`config.mk`:
```
export PLATFORM = sky130hd
export DESIGN_NAME = pc_sequencer
export DESIGN_NICKNAME = d
export VERILOG_FILES = /design/src/rtl/pc_sequencer_pkg.sv /design/src/rtl/pc_return_stack.sv /design/src/rtl/pc_sequencer.sv
export SDC_FILE = /design/constraint.sdc
export NUM_CORES = 1
export LEC_CHECK = 0
export CAP_MARGIN = 10
export CORE_MARGIN = 2
export CORE_UTILIZATION = 60
export DETAILED_ROUTE_END_ITERATION = 12
export PLACE_DENSITY = 0.82
export SYNTH_ARGS = -nofsm -noshare
export SYNTH_HDL_FRONTEND = slang
export SYNTH_HIERARCHICAL = 1
export SYNTH_SLANG_ARGS = --single-unit
```
`constraint.sdc`:
```
create_clock -name clk -period 5.3 [get_ports clk]
set_input_delay 1.06 -clock clk [delete_from_list [all_inputs] [get_ports clk]]
set_output_delay 1.06 -clock clk [all_outputs]
set_load 0.05 [all_outputs]
```
`src/rtl/pc_sequencer_pkg.sv`:
```
// Shared definitions for the fetch-address sequencer: parameter defaults and
// redirect-kind encodings used by the sequencer, its return stack and benches.
package pc_sequencer_pkg;

  localparam int ADDR_WIDTH_DEF   = 32;
  localparam int STEP_DEF         = 4;
  localparam int RESET_VECTOR_DEF = 0;
  localparam int RAS_DEPTH_DEF    = 4;

  typedef enum logic [1:0] {
    REDIR_BRANCH = 2'b00,
    REDIR_JUMP   = 2'b01,
    REDIR_CALL   = 2'b10,
    REDIR_RETURN = 2'b11
  } redir_e;

  // Bits that must be zero for an address to be STEP-aligned.
  function automatic logic [63:0] low_mask(input int step);
    return 64'(step - 1);
  endfunction

endpackage

```
`src/rtl/pc_return_stack.sv`:
```
// Circular return-address stack: a push past full overwrites the oldest entry,
// a pop on empty leaves everything alone; both events report a one-cycle pulse.
module pc_return_stack
  import pc_sequencer_pkg::*;
#(
  parameter int ADDR_WIDTH = ADDR_WIDTH_DEF,
  parameter int RAS_DEPTH  = RAS_DEPTH_DEF,
  localparam int PW = $clog2(RAS_DEPTH),
  localparam int CW = $clog2(RAS_DEPTH + 1)
) (
  input  logic                  clk,
  input  logic                  rst,
  input  logic                  push,
  input  logic                  pop,
  input  logic [ADDR_WIDTH-1:0] push_data,
  output logic [ADDR_WIDTH-1:0] top,
  output logic [CW-1:0]         count,
  output logic                  overflow,
  output logic                  underflow
);

  logic [RAS_DEPTH-1:0][ADDR_WIDTH-1:0] mem;
  logic [PW-1:0] ptr;      // next slot to write
  logic [PW-1:0] top_idx;
  logic          full;
  logic          empty;

  assign top_idx = ptr - PW'(1);
  assign top     = mem[top_idx];
  assign full    = (count == CW'(RAS_DEPTH));
  assign empty   = (count == '0);

  // Contents are don't-care after reset, so storage carries no reset.
  always_ff @(posedge clk) begin
    if (push) mem[ptr] <= push_data;
  end

  always_ff @(posedge clk) begin
    if (rst) begin
      ptr       <= '0;
      count     <= '0;
      overflow  <= 1'b0;
      underflow <= 1'b0;
    end else begin
      overflow  <= 1'b0;
      underflow <= 1'b0;
      if (push) begin
        ptr <= ptr + PW'(1);
        if (full) overflow <= 1'b1;
        else      count    <= count + CW'(1);
      end else if (pop) begin
        if (empty) begin
          underflow <= 1'b1;
        end else begin
          ptr   <= top_idx;
          count <= count - CW'(1);
        end
      end
    end
  end

endmodule

```
`src/rtl/pc_sequencer.sv`:
```
// Fetch-address generator: sequential increment, branch/jump/call/return
// redirects with alignment repair, stall hold and a circular return stack.
module pc_sequencer
  import pc_sequencer_pkg::*;
#(
  parameter int                   ADDR_WIDTH   = ADDR_WIDTH_DEF,
  parameter int                   STEP         = STEP_DEF,
  parameter logic [ADDR_WIDTH-1:0] RESET_VECTOR = ADDR_WIDTH'(RESET_VECTOR_DEF),
  parameter int                   RAS_DEPTH    = RAS_DEPTH_DEF,
  localparam int CW = $clog2(RAS_DEPTH + 1)
) (
  input  logic                  clk,
  input  logic                  rst,
  input  logic                  stall,
  input  logic                  redir_valid,
  input  logic [1:0]            redir_type,
  input  logic [ADDR_WIDTH-1:0] redir_target,
  output logic [ADDR_WIDTH-1:0] pc,
  output logic [CW-1:0]         ras_count,
  output logic                  ras_overflow,
  output logic                  ras_underflow,
  output logic                  align_err
);

  localparam logic [ADDR_WIDTH-1:0] LOW  = ADDR_WIDTH'(low_mask(STEP));
  localparam logic [ADDR_WIDTH-1:0] INCR = ADDR_WIDTH'(STEP);

  redir_e                rtype;
  logic [ADDR_WIDTH-1:0] pc_seq;
  logic [ADDR_WIDTH-1:0] raw_addr;
  logic [ADDR_WIDTH-1:0] pc_nxt;
  logic [ADDR_WIDTH-1:0] ras_top;
  logic                  take;
  logic                  ras_push;
  logic                  ras_pop;
  logic                  align_nxt;

  assign rtype  = redir_e'(redir_type);
  assign pc_seq = pc + INCR;
  assign take   = redir_valid && !stall;

  always_comb begin
    pc_nxt    = pc_seq;
    raw_addr  = redir_target;
    ras_push  = 1'b0;
    ras_pop   = 1'b0;
    align_nxt = 1'b0;
    if (stall) begin
      pc_nxt = pc;
    end else if (take) begin
      case (rtype)
        REDIR_BRANCH: raw_addr = pc + redir_target;
        REDIR_JUMP:   raw_addr = redir_target;
        REDIR_CALL: begin
          raw_addr = redir_target;
          ras_push = 1'b1;
        end
        REDIR_RETURN: ras_pop = 1'b1;
        default:      raw_addr = redir_target;
      endcase
      // Returns pull an address that was aligned when pushed; others get repaired.
      if (rtype == REDIR_RETURN) begin
        pc_nxt = (ras_count != '0) ? ras_top : pc_seq;
      end else begin
        pc_nxt    = raw_addr & ~LOW;
        align_nxt = |(raw_addr & LOW);
      end
    end
  end

  always_ff @(posedge clk) begin
    if (rst) begin
      pc        <= RESET_VECTOR;
      align_err <= 1'b0;
    end else begin
      pc        <= pc_nxt;
      align_err <= align_nxt;
    end
  end

  pc_return_stack #(
    .ADDR_WIDTH (ADDR_WIDTH),
    .RAS_DEPTH  (RAS_DEPTH)
  ) u_ras (
    .clk       (clk),
    .rst       (rst),
    .push      (ras_push),
    .pop       (ras_pop),
    .push_data (pc_seq),
    .top       (ras_top),
    .count     (ras_count),
    .overflow  (ras_overflow),
    .underflow (ras_underflow)
  );

endmodule
```
* Word-level counts from Yosys, hierarchy flattened
Index checks and enable logic that the tools add are counted.
Storage, ports and cells: register bits 168, bits in latches 0, memory bits (writable) 0, memory bits (read-only) 0, input bits 38, output and inout port bits 38, memories 0
Operators by class: add/sub/neg operators 6, multiply operators 0, div/mod/pow operators 0, order comparisons 3, eq/ne operators 5, shifts and indexed selects 0, mux-type cells 26, bitwise operators 3, reductions and logical operators 13
Operators with widths (count):
- 2-to-1 mux 32 bit | 8
- bitwise mux 128 bit | 1
- binary-select mux 32 bit (select 2 bit) | 1
- demux 32 bit (select 2 bit) | 1
- adder 32 x 3 -> 32 bit (second input constant) | 1
- adder 32 bit | 1
- 2-to-1 mux 3 bit | 4
- 2-to-1 mux 1 bit | 8
- less-than comparator 2 x 3 -> 1 bit (second input constant) | 2
- 2-to-1 mux 2 bit | 3
- == test 2 bit (second input constant) | 2
- != test 2 bit (second input constant) | 2
- OR reduction 2 bit | 2
- OR reduction 4 bit | 1
- adder 3 x 1 -> 3 bit (second input constant) | 1
- == test 3 bit (second input constant) | 1
- logical NOT 3 bit | 1
- NOT 1 bit | 3
- AND reduction 3 bit | 1
- nonzero test 3 bit | 1
- OR reduction 3 bit | 1
- subtractor 3 x 1 -> 3 bit (second input constant) | 1
- adder 2 x 1 -> 2 bit (second input constant) | 1
- >= comparator 2 x 1 -> 1 bit (second input constant) | 1
- other kinds (6) | 7

* Longest topological paths before layout
Gate-level depths: netlist of the first run.
depth after elaboration 6, depth in mapped cells 13, mapped depth without buffers 10

* Hierarchy
Netlist of the first run, hierarchy kept.
By module, submodules not included:
- pc_return_stack | instances 1, cells an instance 218, area each 5048.6 um^2, sequential area each 3983.8 um^2
- pc_sequencer | instances 1, cells an instance 678, area each 4800.9 um^2, sequential area each 660.6 um^2

* Worst setup path after synthesis of the first run
No wires, ideal clock.
path type input port to flip-flop, start input redir_valid, end register u_ras/mem[0] (netlist bit) (enable), setup time 392 ps, arrival 3161 ps, path slack 1747 ps, stages 8, path buffers 5, cell sequence clkbuf_1 nand2b_1 clkbuf_1 clkbuf_1 nor2b_1 buf_2 clkbuf_1 and2_1
Between the ends: longest elaborated chain between the ends 3
RTL lines:
- from (decl) | RTL line pc_sequencer.sv:15 | input logic redir_valid,
- logical AND 1 bit | RTL line pc_sequencer.sv:40 | assign take = redir_valid && !stall;
- 2-to-1 mux 1 bit | RTL line pc_sequencer.sv:50 | end else if (take) begin
- 2-to-1 mux 1 bit | RTL line pc_sequencer.sv:48 | if (stall) begin
- via ras_push | RTL line pc_sequencer.sv:34 | logic ras_push;
- to (signal, indexed assignment) | RTL line pc_return_stack.sv:35 | if (push) mem[ptr] <= push_data;
- to (decl) | RTL line pc_return_stack.sv:22 | logic [RAS_DEPTH-1:0][ADDR_WIDTH-1:0] mem;
The timed path passes the listed nets, and every way through them passes these cells. A chain may end at the register's enable or synchronous reset.

* Worst setup path after layout of the first run
start input redir_type[1], end register u_ras/mem[24] (netlist bit) (enable)
Between the ends: longest elaborated chain between the ends 4
RTL lines:
- from (decl) | RTL line pc_sequencer.sv:16 | input logic [1:0] redir_type,
- == test 2 bit | RTL line pc_sequencer.sv:51 | case (rtype)
- 2-to-1 mux 1 bit | RTL line pc_sequencer.sv:51
- 2-to-1 mux 1 bit | RTL line pc_sequencer.sv:50
- 2-to-1 mux 1 bit | RTL line pc_sequencer.sv:48
- via ras_push | RTL line pc_sequencer.sv:34
The timed path passes the listed nets, and every way through them passes these cells.

==> qor.csv, run 1 <==
stage;metric;value;unit
layout;Ant. Diodes;0;
detailed_routing;First-pass DRT Iterations;6;
worst_setup_path;critical path launch point type;input pin;
yosys;synth unique cells;80;
floorplan;Die W;132;um
cts;CTS Root Cell;clkbuf_16;
placed_design;Placed Instances;1145;
global_routing;met2 Usage GRT;50.8;%
detailed_routing;# DRC;0;
timing;Hold Slack;0.575;ns
detailed_routing;DR vias/cell;6.67;
layout;share of layout cells above drive strength 1;13.1;%
yosys;gate count of the mapped netlist;896;
global_routing;met3 global-route usage;5.00;%
hold_path;Hold WC Path Type;register to register;
detailed_routing;DR iter-0 viols;1036;
global_routing;number of global-route vias before repair;7467;
yosys;number of synthesized register bits;168;
cts;clk sinks;168;
timing;relative slew slack;27.4;%
floorplan;num rows;46;
layout;Finished Layout Cells;1177;
layout;Final #Nets;1024;
worst_setup_path;CP cell instances;clkdlybuf4s50_1 -> nor2b_1 -> nor2b_1 -> buf_4 -> and2_2;
yosys;Async S/R FF share, synth;0;%
timing;Slew Limit Fails;0;
cts;worst-case clock buffer depth;2;
yosys;syn avg cell area;11.0;um2
layout;most frequent cells in the layout;edfxtp_1, nor2_1, clkdlybuf4s50_1;
timing;Final min period;3.63;ns
floorplan;Starting Density;61.8;%
placed_design;DP Wirelength;18.9;mm
worst_setup_path;crit end category;register;
cts;CTS tree;done;
global_routing;initial antenna violation count;0;
detailed_routing;vias;7848;
floorplan;core box area;15900;um2
timing;final hold viol count;0;
floorplan;Die Span Y;132;um
worst_setup_path;CP Data Required Time;5.35;ns
cts;post-CTS sizing;0;
yosys;top_reg_cell synth;edfxtp_1;
global_routing;global-route track usage on met1;45.1;%
detailed_routing;post-route ant nets;0;
timing;final cycle utilization of the critical path;68.5;%
flow_run;Max-cap violations;0;
pwr;total power;3.21;mW
layout;synthesis-to-finish area growth;14.3;%
placed_design;Port Buffers;75;
yosys;sequential share of the synthesized area;47.2;%
cts;Post-CTS Setup Inserts;0;
worst_setup_path;critical path's most frequent cell;nor2b_1;
floorplan;# IOs;76;
layout;# fillers;1195;
detailed_routing;WL per Instance;23.5;um
floorplan;Die Area;17500;um2
layout;commonest non-fill, non-tap cell in the layout;edfxtp_1;
worst_setup_path;Largest delay share family, worst path;simple AND/OR/NAND/NOR gates;
global_routing;largest net degree at the start of global routing;46;
global_routing;GRT overflow;0;
yosys;syn nets;972;
worst_setup_path;crit path max-delay cell type;and2_2;
timing;Final setup viols;0;
cts;worst-skew pair later-pin latency;0.44;ns
yosys;Post-synth EDFFs;128;
worst_setup_path;Buffers & Inverters on Critical Path;2;
pwr;Pwr Density;285;nW/um2
yosys;Ys Warns;6;
timing;RSZ-0062 raised after global routing;false;
global_routing;layer with the highest usage;met2;
cts;CTS buffer count;17;
global_routing;GRT Util Overall;32.1;%
status;status;finished, final reports clean;
timing;Fin Setup TNS;0;ns
pwr;Pleak;3.97;nW
worst_setup_path;Crit path largest cell delay;0.90;ns
pwr;Peak VDD IR;0.220;mV
yosys;Syn Std Cell Area;9850;um2
layout;post-layout util;70.6;%
cts;clock transition at the registers of the reported paths;0.07;ns
cts;hold_buf cts;0;
detailed_routing;Post-Route WL;27.7;mm
worst_setup_path;WS Path Type;input pin to register;
worst_setup_path;CP arrival;3.68;ns
timing;Max Fclk;0.276;GHz
global_routing;first-pass GRT wire length;42.7;mm
cts;H-Tree Level Count;4;
timing;Layout Skew;0.00732;ns
placed_design;GP Congestion;0.942;
worst_setup_path;CP Max Fanout;32;
timing;Slew @ Worst Pin;1.09;ns
synth_stat cells (15+ instances only):
cell type,n,area share [%]
dfxtp_1,40,8.1
clkbuf_1,36,1.4
nand2_1,59,2.2
nor2b_1,15,0.95
xnor2_1,30,2.7
a21o_1,16,1.2
a221oi_1,16,1.4
o21ai_0,48,2.4
ha_1,36,4.6
nand3_1,23,1.2
edfxtp_1,128,39
a22oi_1,16,1.2
xor2_1,22,2.0
nor3_1,20,1.0
nor2_1,81,3.1
inv_1,25,0.95
mux4_2,32,7.3
a21oi_1,64,3.3
final cells by class:
cell class	count	area, um2	share of cell area (%)
Inverter	25	93.8	0.834
Clock inverter	15	116	1.03
Timing Repair Buffer	87	831	7.38
Tap cell	216	270	2.40
Multi-Input combinational cell	649	4870	43.3
Clock buffer	17	425	3.78
Sequential cell	168	4650	41.3
worst reg2reg max path, cell delays in order (launching register included):
cell and delay [ns]:
dfxtp_1 0.44, nor3_2 0.68, nand3_1 0.32, nand2_1 0.59, nand2b_1 0.47, nor2_1 0.20
a22o_1 0.18, a211oi_2 0.05, a211oi_2 0.21
power breakdown:
group          total (mW)  internal (mW)  leakage, nW  switching (mW)
sequential           1.48           1.44         1.54          0.0398
clock                1.16          0.609        0.267           0.552
combinational       0.564          0.213         2.16           0.351
state kept, by name (all words and copies together), names as in the netlist:
signal and flops:
u_ras/ptr 2, u_ras/underflow 1, u_ras/count 3, u_ras/overflow 1, pc 32, align_err 1, u_ras/mem 128
per-stage QoR:
stage	area, um2	setup slack, ns
floorplan	9850	1.75
global route	11300	1.39
global placement	10700	1.34
CTS	11300	1.76
detailed placement	10700	1.33
finish	11300	1.67
routing by layer:
layer | up-vias | wire, um
li1 | 3544 | -
met1 | 3875 | 11900
met2 | 370 | 12900
met3 | 59 | 2120
met4 | 0 | 766
met5 | - | 0
logic make-up (layout without fill, tap and decap cells):
kind of cell / count (synthesis) / after routing / synth area share [%]
and+or+nand+nor: 267 / 267 / 13.9
AOI/OAI and AO/OA: 254 / 254 / 17.8
DFF: 168 / 168 / 47.2
buffers and inverters: 79 / 144 / 3.43
xor gates and xnor gates: 54 / 54 / 4.95
adders and majority gates: 38 / 38 / 4.98
muxes: 36 / 36 / 7.75
worst paths after layout:
kind	from	cells past startpoint	slack (ns)	to
min	u_ras/count[2]	2	0.58	u_ras/overflow
max reg2reg	u_ras/count[0]	8	2.08	pc[31]
min reg2reg	u_ras/count[2]	2	0.58	u_ras/overflow
max	redir_type[1]	5	1.67	u_ras/mem[24]
Power figures use the tool's default switching activity.
==> inputs of run 2 (changes only) <==
--- a/config.mk
+++ b/config.mk
@@ -7,9 +7,9 @@
 export LEC_CHECK = 0
 export CAP_MARGIN = 10
 export CORE_MARGIN = 2
-export CORE_UTILIZATION = 60
+export CORE_UTILIZATION = 54
 export DETAILED_ROUTE_END_ITERATION = 12
-export PLACE_DENSITY = 0.82
+export PLACE_DENSITY = 0.78
 export SYNTH_ARGS = -nofsm -noshare
 export SYNTH_HDL_FRONTEND = slang
 export SYNTH_HIERARCHICAL = 1
==> constraint.sdc (replaced) <==
create_clock -name clk -period 3.2 [get_ports clk]
set_input_delay 0.64 -clock clk [delete_from_list [all_inputs] [get_ports clk]]
set_output_delay 0.64 -clock clk [all_outputs]
set_load 0.05 [all_outputs]
==> qor.csv, run 2 (synthesized netlist as in run 1, its figures left out) <==
stage;metric;value;unit;change
status;status;finished, final reports clean;;
detailed_routing;vias;8143;;+3.8%
cts;clk sinks;168;;unchanged
floorplan;num rows;49;;+6.5%
timing;final cycle utilization of the critical path;90.6;%;
layout;Reg with most FFs;u_ras/mem;;
global_routing;first-pass GRT wire length;43.9;mm;+2.7%
detailed_routing;# DRC;0;;unchanged
timing;Final setup viols;0;;unchanged
cts;post-CTS sizing;0;;unchanged
timing;Layout Skew;0.00985;ns;+0.00253 ns
global_routing;GRT Util Overall;29.6;%;-2.6 points
worst_setup_path;CP Launch Point;redir_target[0];;
layout;share of layout cells above drive strength 1;20.6;%;+7.5 points
pwr;Pwr Density;466;nW/um2;+64%
pwr;total power;5.60;mW;+75%
timing;final hold viol count;0;;unchanged
placed_design;Port Buffers;75;;unchanged
floorplan;core box area;17900;um2;+12%
detailed_routing;DR iter-0 viols;913;;-12%
cts;worst-case clock buffer depth;2;;unchanged
layout;# fillers;1392;;+16%
worst_setup_path;CP Data Required Time;3.50;ns;-1.85 ns
floorplan;Starting Density;55.0;%;-6.8 points
timing;Fin Setup TNS;0;ns;unchanged
cts;CTS tree;done;;
placed_design;DP Area;11400;um2;+6.6%
worst_setup_path;critical path launch point type;input pin;;
cts;clock transition at the registers of the reported paths;0.07;ns;about the same
timing;relative slew slack;55.2;%;+28 points
timing;RSZ-0062 raised after global routing;false;;
detailed_routing;DR vias/cell;6.36;;-4.7%
hold_path;HP Start;u_ras/count[2];;
layout;Multi-input gate area;4870;um2;about the same
detailed_routing;First-pass DRT Iterations;8;;+2
floorplan;Die Span Y;139;um;+5.2%
cts;worst-skew pair later-pin latency;0.44;ns;about the same
layout;FF+latch area;4650;um2;unchanged
layout;commonest non-fill, non-tap cell in the layout;edfxtp_1;;
worst_setup_path;CP cell instances;clkdlybuf4s50_1 -> ha_1 -> buf_4 -> a211oi_2 -> buf_4 -> nor3_1 -> o21ai_1 -> nand2_1 -> a221oi_1 -> buf_4 -> xnor2_1 -> a222oi_1 -> o22ai_1;;
cts;CTS Root Cell;clkbuf_16;;
worst_setup_path;crit path max-delay cell type;clkdlybuf4s50_1;;
floorplan;# IOs;76;;unchanged
worst_setup_path;crit end category;register;;
layout;post-layout util;67.1;%;-3.5 points
detailed_routing;post-route ant nets;0;;unchanged
layout;Ant. Diodes;0;;unchanged
global_routing;initial antenna violation count;0;;unchanged
layout;Final #Nets;1115;;+8.9%
pwr;Peak VDD IR;0.384;mV;+75%
layout;most frequent cells in the layout;edfxtp_1, buf_4, nor2_1;;
timing;Max Fclk;0.345;GHz;
timing;Slew @ Worst Pin;0.668;ns;-0.420 ns
timing;fin worst setup slack;0.300;ns;-1.37 ns
hold_path;Hold WC Path Type;register to register;;
layout;synthesis-to-finish area growth;21.9;%;
worst_setup_path;CP Max Fanout;3;;-91%
worst_setup_path;CP arrival;3.20;ns;-0.48 ns
placed_design;DP Wirelength;20.3;mm;+7.9%
worst_setup_path;Crit path largest cell delay;0.45;ns;-0.45 ns
cts;hold_buf cts;0;;unchanged
worst_setup_path;critical path's most frequent cell;buf_4;;
global_routing;GRT overflow;0;;unchanged
floorplan;Die W;139;um;+5.2%
layout;max FFs per register;128;;unchanged
floorplan;Die Area;19300;um2;+11%
cts;CTS buffer count;17;;unchanged
worst_setup_path;FF-to-FF Start;pc[2];;
worst_setup_path;WS Path Type;input pin to register;;
global_routing;largest net degree at the start of global routing;33;;-28%
placed_design;dpl ws;-0.124;ns;-1.45 ns
cts;H-Tree Level Count;4;;unchanged
global_routing;number of global-route vias before repair;7927;;+6.2%
layout;Regs by FF count;u_ras/mem: 128 flops, pc: 32 flops, u_ras/count: 3 flops;;
timing;Slew Limit Fails;0;;unchanged
placed_design;GP Congestion;0.983;;+4.3%
cts;Post-CTS Setup Inserts;0;;unchanged
flow_run;Max-cap violations;0;;unchanged
detailed_routing;WL per Instance;22.1;um;-6.0%
layout;post-route cell area;12000;um2;+6.7%
detailed_routing;Post-Route WL;28.3;mm;+2.3%
timing;Final min period;2.90;ns;
pwr;Pleak;4.43;nW;+12%
-- run 2: cell count changes in the layout (fill, tap and decap cells not counted), moves of 2 or more --
| cell | before | now |
|---|---|---|
| clkinv_2 | 4 | 2 |
| buf_4 | 12 | 103 |
| bufinv_16 | 0 | 2 |
| clkinvlp_4 | 2 | 0 |
| clkinv_4 | 1 | 3 |
| inv_6 | 7 | 5 |
-- run 2: layout make-up --
class / instances / area share (%)
repair buffers: 178 / 12.6
well taps: 229 / 2.39
flip-flops and latches: 168 / 38.7
multi-input cells: 649 / 40.6
inverters: 25 / 0.782
clock inverters: 14 / 1.35
clock buffers: 18 / 3.57
-- run 2: worst max-delay path: cells and delay by family --
family / cells / cell delay [ns]
buffers and inverters: 4 / 0.91
xor gates and xnor gates: 1 / 0.07
and+or+nand+nor: 2 / 0.20
adders and majority gates: 1 / 0.24
AOI/OAI and AO/OA: 5 / 1.14
-- run 2: report_power, final --
part | switching [mW] | total, mW | internal, mW | leakage, nW
Combinational | 0.610 | 1.05 | 0.444 | 2.60
Sequential | 0.0626 | 2.45 | 2.39 | 1.54
Clock | 0.920 | 2.09 | 1.17 | 0.294
-- run 2: worst paths after layout --
| path | cells past startpoint | end | slack, ns |
|---|---|---|---|
| worst max-delay path | 13 | pc[21] | 0.30 |
| worst min-delay path | 2 | u_ras/overflow | 0.58 |
| worst max register to register | 8 | pc[31] | 0.44 |
| worst min register to register | 2 | u_ras/overflow | 0.58 |
-- run 2: layer usage --
metal,up-vias,global-route usage (%),part of all wire (%)
met4,0,11.2,2.7
met3,58,5.59,7.5
met2,370,45.9,46
met1,3984,41.6,44
met5,-,0,0
li1,3731,-,-
-- run 2: per-stage QoR --
stage | hold slack (ns) | instances
finish | 0.584 | 1281
global route | 0.600 | 1281
CTS | 0.577 | 1281
detailed placement | 0.566 | 1249
global placement | 0.567 | 1249
floorplan | 0.509 | 896
==> inputs of run 3 (changes only) <==
--- a/config.mk
+++ b/config.mk
@@ -10,6 +10,7 @@
 export CORE_UTILIZATION = 54
 export DETAILED_ROUTE_END_ITERATION = 12
 export PLACE_DENSITY = 0.78
+export SKIP_LAST_GASP = 1
 export SYNTH_ARGS = -nofsm -noshare
 export SYNTH_HDL_FRONTEND = slang
 export SYNTH_HIERARCHICAL = 1
==> results of run 3 <==
Same layout as run 2: the final DEF is identical, and so are final timing and power.
